`config.mk`:
```
export PLATFORM = sky130hd
export DESIGN_NAME = hack_cpu_ctrl
export DESIGN_NICKNAME = d
export VERILOG_FILES = /design/src/rtl/hack_pkg.sv /design/src/rtl/hack_jump_unit.sv /design/src/rtl/hack_cpu_ctrl.sv
export SDC_FILE = /design/constraint.sdc
export NUM_CORES = 1
export LEC_CHECK = 0
export BUFFER_PORTS_ARGS = -buffer_cell sky130_fd_sc_hd__buf_2
export CAP_MARGIN = 10
export CORE_AREA = 2 2 121 123
export CTS_CLUSTER_DIAMETER = 150
export CTS_CLUSTER_SIZE = 10
export DETAILED_ROUTE_END_ITERATION = 10
export DIE_AREA = 0 0 123 125
export PLACE_DENSITY_LB_ADDON = 0.1
export SLEW_MARGIN = 20
export SYNTH_ARGS = -nofsm -noshare
export SYNTH_HDL_FRONTEND = slang
export SYNTH_SLANG_ARGS = --single-unit
```
`constraint.sdc`:
```
create_clock -name clk -period 2.15 [get_ports clk]
set_clock_uncertainty 0.1 [all_clocks]
set_input_delay 0.43 -clock clk [delete_from_list [all_inputs] [get_ports clk]]
set_output_delay 0.43 -clock clk [all_outputs]
set_load 0.01 [all_outputs]
```
`src/rtl/hack_pkg.sv`:
```
// Shared definitions for the Hack CPU control stage and its helpers.
//   state_e      : control FSM states
//   field params : bit positions of the Hack C-instruction fields
//   J* params    : jump condition encodings (instr[2:0])
//   WORD_W/ADDR_W: data word and address widths
package hack_pkg;

  localparam int unsigned WORD_W = 16;
  localparam int unsigned ADDR_W = 15;

  // Instruction field positions
  localparam int unsigned CI_BIT   = 15;  // 1 = C-instruction
  localparam int unsigned A_BIT    = 12;  // y operand select: 1 = M, 0 = A
  localparam int unsigned CTRL_MSB = 11;
  localparam int unsigned CTRL_LSB = 6;
  localparam int unsigned DEST_MSB = 5;   // d1 (A)
  localparam int unsigned DEST_LSB = 3;   // d3 (M)
  localparam int unsigned JMP_MSB  = 2;
  localparam int unsigned JMP_LSB  = 0;

  // Jump encodings {j1,j2,j3}
  localparam logic [2:0] JNULL = 3'b000;
  localparam logic [2:0] JGT   = 3'b001;
  localparam logic [2:0] JEQ   = 3'b010;
  localparam logic [2:0] JGE   = 3'b011;
  localparam logic [2:0] JLT   = 3'b100;
  localparam logic [2:0] JNE   = 3'b101;
  localparam logic [2:0] JLE   = 3'b110;
  localparam logic [2:0] JMP   = 3'b111;

  // Commit is not a held state: it happens on the edge that leaves DECODE
  // (A-instruction), EXEC (no M write) or MEM_WR (after the write ack).
  typedef enum logic [2:0] {
    StFetch,
    StDecode,
    StMemRd,
    StExec,
    StMemWr
  } state_e;

endpackage

```
`src/rtl/hack_jump_unit.sv`:
```
// Hack jump condition evaluator (purely combinational).
//   j    : jump bits {j1,j2,j3} from instr[2:0]
//   zr   : ALU result is zero
//   ng   : ALU result is negative
//   jump : 1 when the condition selected by j holds
module hack_jump_unit
  import hack_pkg::*;
(
  input  logic [2:0] j,
  input  logic       zr,
  input  logic       ng,
  output logic       jump
);

  logic pos;
  assign pos = ~zr & ~ng;

  // Each term follows (j1&ng) | (j2&zr) | (j3&pos) exactly, so odd flag
  // combinations (zr and ng both set) behave like the reference equation.
  always_comb begin
    jump = 1'b0;
    unique case (j)
      JNULL: jump = 1'b0;
      JGT:   jump = pos;
      JEQ:   jump = zr;
      JGE:   jump = zr | pos;
      JLT:   jump = ng;
      JNE:   jump = ng | pos;
      JLE:   jump = ng | zr;
      JMP:   jump = 1'b1;
    endcase
  end

endmodule

```
`src/rtl/hack_cpu_ctrl.sv`:
```
// Multi-cycle Hack CPU control and register stage, upstream of hack_alu.
//   imem_*  : instruction fetch req/ack port (address = PC)
//   dmem_*  : data read/write req/ack port (address = A[14:0])
//   alu_*   : operands/control to the ALU and its result/flags back
//   retire  : one-cycle pulse, high the cycle after an instruction commits
//   pc_o    : current PC for debug
module hack_cpu_ctrl
  import hack_pkg::*;
#(
  parameter logic [ADDR_W-1:0] RESET_PC = 15'h0000
) (
  input  logic              clk,
  input  logic              rst_n,
  output logic              imem_req,
  output logic [ADDR_W-1:0] imem_addr,
  input  logic              imem_ack,
  input  logic [WORD_W-1:0] imem_rdata,
  output logic              dmem_rd_req,
  output logic              dmem_wr_req,
  output logic [ADDR_W-1:0] dmem_addr,
  output logic [WORD_W-1:0] dmem_wdata,
  input  logic              dmem_ack,
  input  logic [WORD_W-1:0] dmem_rdata,
  output logic [WORD_W-1:0] alu_x,
  output logic [WORD_W-1:0] alu_y,
  output logic [5:0]        alu_ctrl,
  input  logic [WORD_W-1:0] alu_out,
  input  logic              alu_zr,
  input  logic              alu_ng,
  output logic              retire,
  output logic [ADDR_W-1:0] pc_o
);

  state_e            state_q;
  logic [ADDR_W-1:0] pc_q;
  logic [WORD_W-1:0] a_q, d_q, instr_q, m_q, res_q;
  logic              zr_q, ng_q;

  logic              in_exec, commit, jump;
  logic [2:0]        dest;
  logic [WORD_W-1:0] cmt_res;
  logic              cmt_zr, cmt_ng;
  logic [ADDR_W-1:0] pc_inc;
  logic              unused_bits;

  assign unused_bits = ^instr_q[14:13];  // ignored by the Hack ISA
  assign dest        = instr_q[DEST_MSB:DEST_LSB];
  assign pc_inc      = pc_q + ADDR_W'(1);  // wraps 0x7FFF -> 0

  assign imem_addr = pc_q;
  assign pc_o      = pc_q;
  // A only changes at commit, so this is the instruction-start A throughout.
  assign dmem_addr = a_q[ADDR_W-1:0];
  assign alu_x     = d_q;
  assign alu_y     = instr_q[A_BIT] ? m_q : a_q;

  // Without an M write the commit edge is the EXEC exit, so the live ALU
  // result/flags are used; after MEM_WR the latched copies are used.
  assign in_exec = (state_q == StExec);
  assign commit  = (in_exec && !dest[0]) ||
                   (state_q == StMemWr && dmem_wr_req && dmem_ack);
  assign cmt_res = in_exec ? alu_out : res_q;
  assign cmt_zr  = in_exec ? alu_zr : zr_q;
  assign cmt_ng  = in_exec ? alu_ng : ng_q;

  hack_jump_unit u_jump (
    .j    (instr_q[JMP_MSB:JMP_LSB]),
    .zr   (cmt_zr),
    .ng   (cmt_ng),
    .jump (jump)
  );

  always_ff @(posedge clk or negedge rst_n) begin
    if (!rst_n) begin
      state_q     <= StFetch;
      pc_q        <= RESET_PC;
      a_q         <= '0;
      d_q         <= '0;
      instr_q     <= '0;
      m_q         <= '0;
      res_q       <= '0;
      zr_q        <= 1'b0;
      ng_q        <= 1'b0;
      imem_req    <= 1'b0;
      dmem_rd_req <= 1'b0;
      dmem_wr_req <= 1'b0;
      dmem_wdata  <= '0;
      alu_ctrl    <= '0;
      retire      <= 1'b0;
    end else begin
      retire <= 1'b0;
      unique case (state_q)
        StFetch: begin
          if (imem_req && imem_ack) begin
            instr_q  <= imem_rdata;
            imem_req <= 1'b0;
            state_q  <= StDecode;
          end else begin
            // Only reached low on the first cycle out of reset.
            imem_req <= 1'b1;
          end
        end
        StDecode: begin
          if (!instr_q[CI_BIT]) begin
            a_q      <= instr_q;
            pc_q     <= pc_inc;
            retire   <= 1'b1;
            imem_req <= 1'b1;
            state_q  <= StFetch;
          end else if (instr_q[A_BIT]) begin
            dmem_rd_req <= 1'b1;
            state_q     <= StMemRd;
          end else begin
            alu_ctrl <= instr_q[CTRL_MSB:CTRL_LSB];
            state_q  <= StExec;
          end
        end
        StMemRd: begin
          if (dmem_rd_req && dmem_ack) begin
            m_q         <= dmem_rdata;
            dmem_rd_req <= 1'b0;
            alu_ctrl    <= instr_q[CTRL_MSB:CTRL_LSB];
            state_q     <= StExec;
          end
        end
        StExec: begin
          res_q    <= alu_out;
          zr_q     <= alu_zr;
          ng_q     <= alu_ng;
          alu_ctrl <= '0;
          if (dest[0]) begin
            dmem_wr_req <= 1'b1;
            dmem_wdata  <= alu_out;
            state_q     <= StMemWr;
          end
        end
        StMemWr: begin
          if (dmem_wr_req && dmem_ack) begin
            dmem_wr_req <= 1'b0;
          end
        end
        default: state_q <= StFetch;
      endcase

      // All commit updates read pre-commit A/PC values.
      if (commit) begin
        if (dest[2]) a_q <= cmt_res;
        if (dest[1]) d_q <= cmt_res;
        pc_q     <= jump ? a_q[ADDR_W-1:0] : pc_inc;
        retire   <= 1'b1;
        imem_req <= 1'b1;
        state_q  <= StFetch;
      end
    end
  end

endmodule

```
==> flow_summary.yaml <==
logic_synthesis:
  synthXorXnorAreaFrac_pct: 1.206
  synthAdderAreaFrac_pct: 0.2153
  syn_nets: 582
  syn-cell-area_um2: 5811
  syn_inst: 527
  synth_cell_types: 50
  synthMuxAreaShare_pct: 15.87
  synth-seq-cells: 126
  synth_common_cells: "dfrtp_1, nand2_1, mux2_2"
  yosysWarnings: 0
  synthTopCellsByArea: "dfrtp_1, mux2_2, nand2_1, buf_4, nor2_1"
  syn_area_per_cell_um2: 11.03
  synth_top_family_by_area: "multiplexers"
  synth_compound_area_share_pct: 7.235
  async_reset_ff_share_pct: 100.0
  synth_edf_count: 0
  synth_top_area_share_pct: 54.26
  synth_flop_cell: "dfrtp_1"
  yosysTopAreaCell: "dfrtp_1"
  synth_most_common_cell: "dfrtp_1"
  synthSimpleGateAreaFrac_pct: 13.93
  seq_area_frac_synth_pct: 54.26
power:
  power_density_nw_per_um2: 1642
  peakVddDrop_mv: 0.6352
  p_leak_nw: 3.463
critical_path:
  rrSetupSlack_ns: 0.13
  cp-start-kind: "register"
  r2r_start: "state_q[1]$_DFFE_PN0P_"
  required_ns: 2.38
  worstPathBufferInverterCount: 1
  crit_path_end_kind: "register"
  critPathSlowestCell: "or4b_1"
  cp_cell_sequence: "or4b_1 > o221a_4 > inv_4 > nand3_4 > or3_1 > a31oi_1"
  startpoint: "state_q[1]$_DFFE_PN0P_"
  cp.arrival_ns: 2.25
  crit_cells: 6
  path_max_fanout: 7
  critPathMaxStageDelay_ns: 0.59
  rr_worst_depth: 6
  worstSetupPathType: "reg2reg"
  endpoint: "imem_addr[11]$_DFFE_PN0P_"
  reg2reg_to: "imem_addr[11]$_DFFE_PN0P_"
  cp_top_family: "simple AND/OR/NAND/NOR gates"
sta:
  post-route-period-util_pct: 93.95
  setup_tns_ns: 0
  drv_slew: 0
  finalSetupViolations: 0
  rsz0062_at_grt: "false"
  worstMarginPinSlew_ns: 0.4365
  fmax_mhz: 495.1
  maxSlewHeadroom_pct: 70.90
  hold_slack_ns: 0.1470
  finalHoldViolCount: 0
  fin_crit_ns: 2.020
placement:
  placed_area_um2: 6731
  portBuffers: 156
  dp.cells: 838
  hpwl_mm: 10.47
  gp_congestion: 0.8088
detailed_routing:
  drt_wl_total_mm: 14.26
  num_vias: 4353
  final_antenna_net_count: 0
  wl_per_cell_um: 16.41
  drc: 0
  via_per_inst: 5.009
  drtIter0Drc: 195
  first_pass_iters: 4
layout:
  drive_gt1_share_pct: 43.70
  stdcell_count: 869
  post-route-util_pct: 51.22
  syn_to_final_growth_pct: 25.19
  nNetsFinal: 729
  nFillCells: 1306
  fin_area_um2: 7274
global_routing:
  track_usage_pct: 19.77
  grt_max_degree: 47
  grt_pass1_wl_mm: 22.98
  antenna_found_initial: 3
  grt_pass1_vias: 4324
  grt_overflow_total: 0
run_status:
  status: "complete, no violations"
clock_tree:
  htreeDepth: 4
  clockBufferDepth: 2
  cts-root-buf: "clkbuf_16"
  clk_latency_ns: 0.41
  cts_tree: "yes"
  cts_sinks: 126
  cts_buffers: 17
  clk_pin_slew_ns: 0.05
  postCtsSetupBuffers: 0
die:
  dieArea_um2: 15380
  die_h_um: 125
  initial_core_util_pct: 40.91
  rows: 44
  die_w_um: 123
  core_area_um2: 14200
  ios: 157
flow_run:
  cap_violations: 0
hold_path:
  hp-class: "in2reg"
## registers in the layout, summed over array words and instances (netlist names)
name,cells
alu_x,16
a_q,16
retire,1
dmem_wr_req,1
imem_req,1
imem_addr,15
state_q,3
instr_q,16
m_q,16
dmem_wdata,16
zr_q,1
alu_ctrl,6
res_q,16
ng_q,1
dmem_rd_req,1
## cell usage in the layout, fill, tap and decap left out, types with 5 or more instances in the layout
master	count
nand2_1	95
nor3_1	6
nand3_1	15
clkbuf_16	17
inv_1	13
buf_2	155
nor2_1	33
mux2_2	76
clkbuf_1	5
o21ai_0	20
dfrtp_1	126
a31oi_1	17
buf_4	24
a21oi_1	12
## power by group
| group | internal (W) | leakage (nW) | switching [W] |
|---|---|---|---|
| Clock | 0.00164 | 0.255 | 0.000933 |
| Combinational | 0.00235 | 1.70 | 0.00252 |
| Sequential | 0.00355 | 1.51 | 0.000943 |
| Total | 0.00754 | 3.46 | 0.00440 |
## worst register-to-register path, cell delays in order, from the launching register on
cell	delay, ns
dfrtp_1	0.41
or4b_1	0.59
o221a_4	0.20
inv_4	0.10
nand3_4	0.07
or3_1	0.32
a31oi_1	0.16
## cell type report
| cell class | instances | area, um^2 | share of cell area (%) |
|---|---|---|---|
| antenna | 3 | 7.507 | 0.1032 |
| clock buffer | 25 | 485.5 | 6.674 |
| clock inverter | 2 | 35.03 | 0.4816 |
| inverter | 14 | 55.05 | 0.7568 |
| multi-input combinational | 330 | 2260 | 31.06 |
| sequential | 126 | 3153 | 43.34 |
| tap | 184 | 230.2 | 3.165 |
| timing repair buffer | 185 | 1049 | 14.41 |
## worst min path at each step
stage                        from                          to  slack [ns]  cells after the start
floorplan                   rst_n            a_q[0]$_DFF_PN0_        0.03                      0
global placement            rst_n  dmem_wdata[15]$_DFFE_PN0P_        0.29                      1
detailed placement          rst_n  dmem_wdata[15]$_DFFE_PN0P_        0.29                      1
CTS                        alu_ng              ng_q$_DFF_PN0_        0.13                      3
global route        imem_rdata[0]      instr_q[0]$_DFFE_PN0P_        0.13                      2
finish              imem_rdata[1]      instr_q[1]$_DFFE_PN0P_        0.15                      2
## per-stage QoR
step / setup WS [ns] / total power (W)
floorplan: 0.1511 / 0.007737
global placement: 0.1361 / 0.009365
detailed placement: 0.07805 / 0.009467
CTS: 0.06564 / 0.01211
global route: 0.009714 / 0.01285
finish: 0.1302 / 0.01194
## kinds of logic (layout without fill, tap and decap cells)
group | after synthesis | count (layout)
and+or+nand+nor | 175 | 175
DFF | 126 | 126
muxes | 82 | 82
buffers and inverters | 71 | 226
AOI/OAI and AO/OA | 64 | 64
xor gates and xnor gates | 8 | 8
adders and majority gates | 1 | 1
other | 0 | 3
## routing by layer
layer	share of wire, %	GRT usage, %	up-vias
met5	0	0	-
met4	1.4	7.353	0
met3	6.3	5.429	16
met2	47	29.70	125
met1	45	27.35	2131
li1	-	-	2081
## what timing repair did
item	4_1_cts	5_1_grt
endpoints found under the hold margin	44	0
hold buffers	1	0
setup endpoints to repair	0	6
gates resized for setup	0	2
No activity file was read; power rests on OpenSTA's default activity.
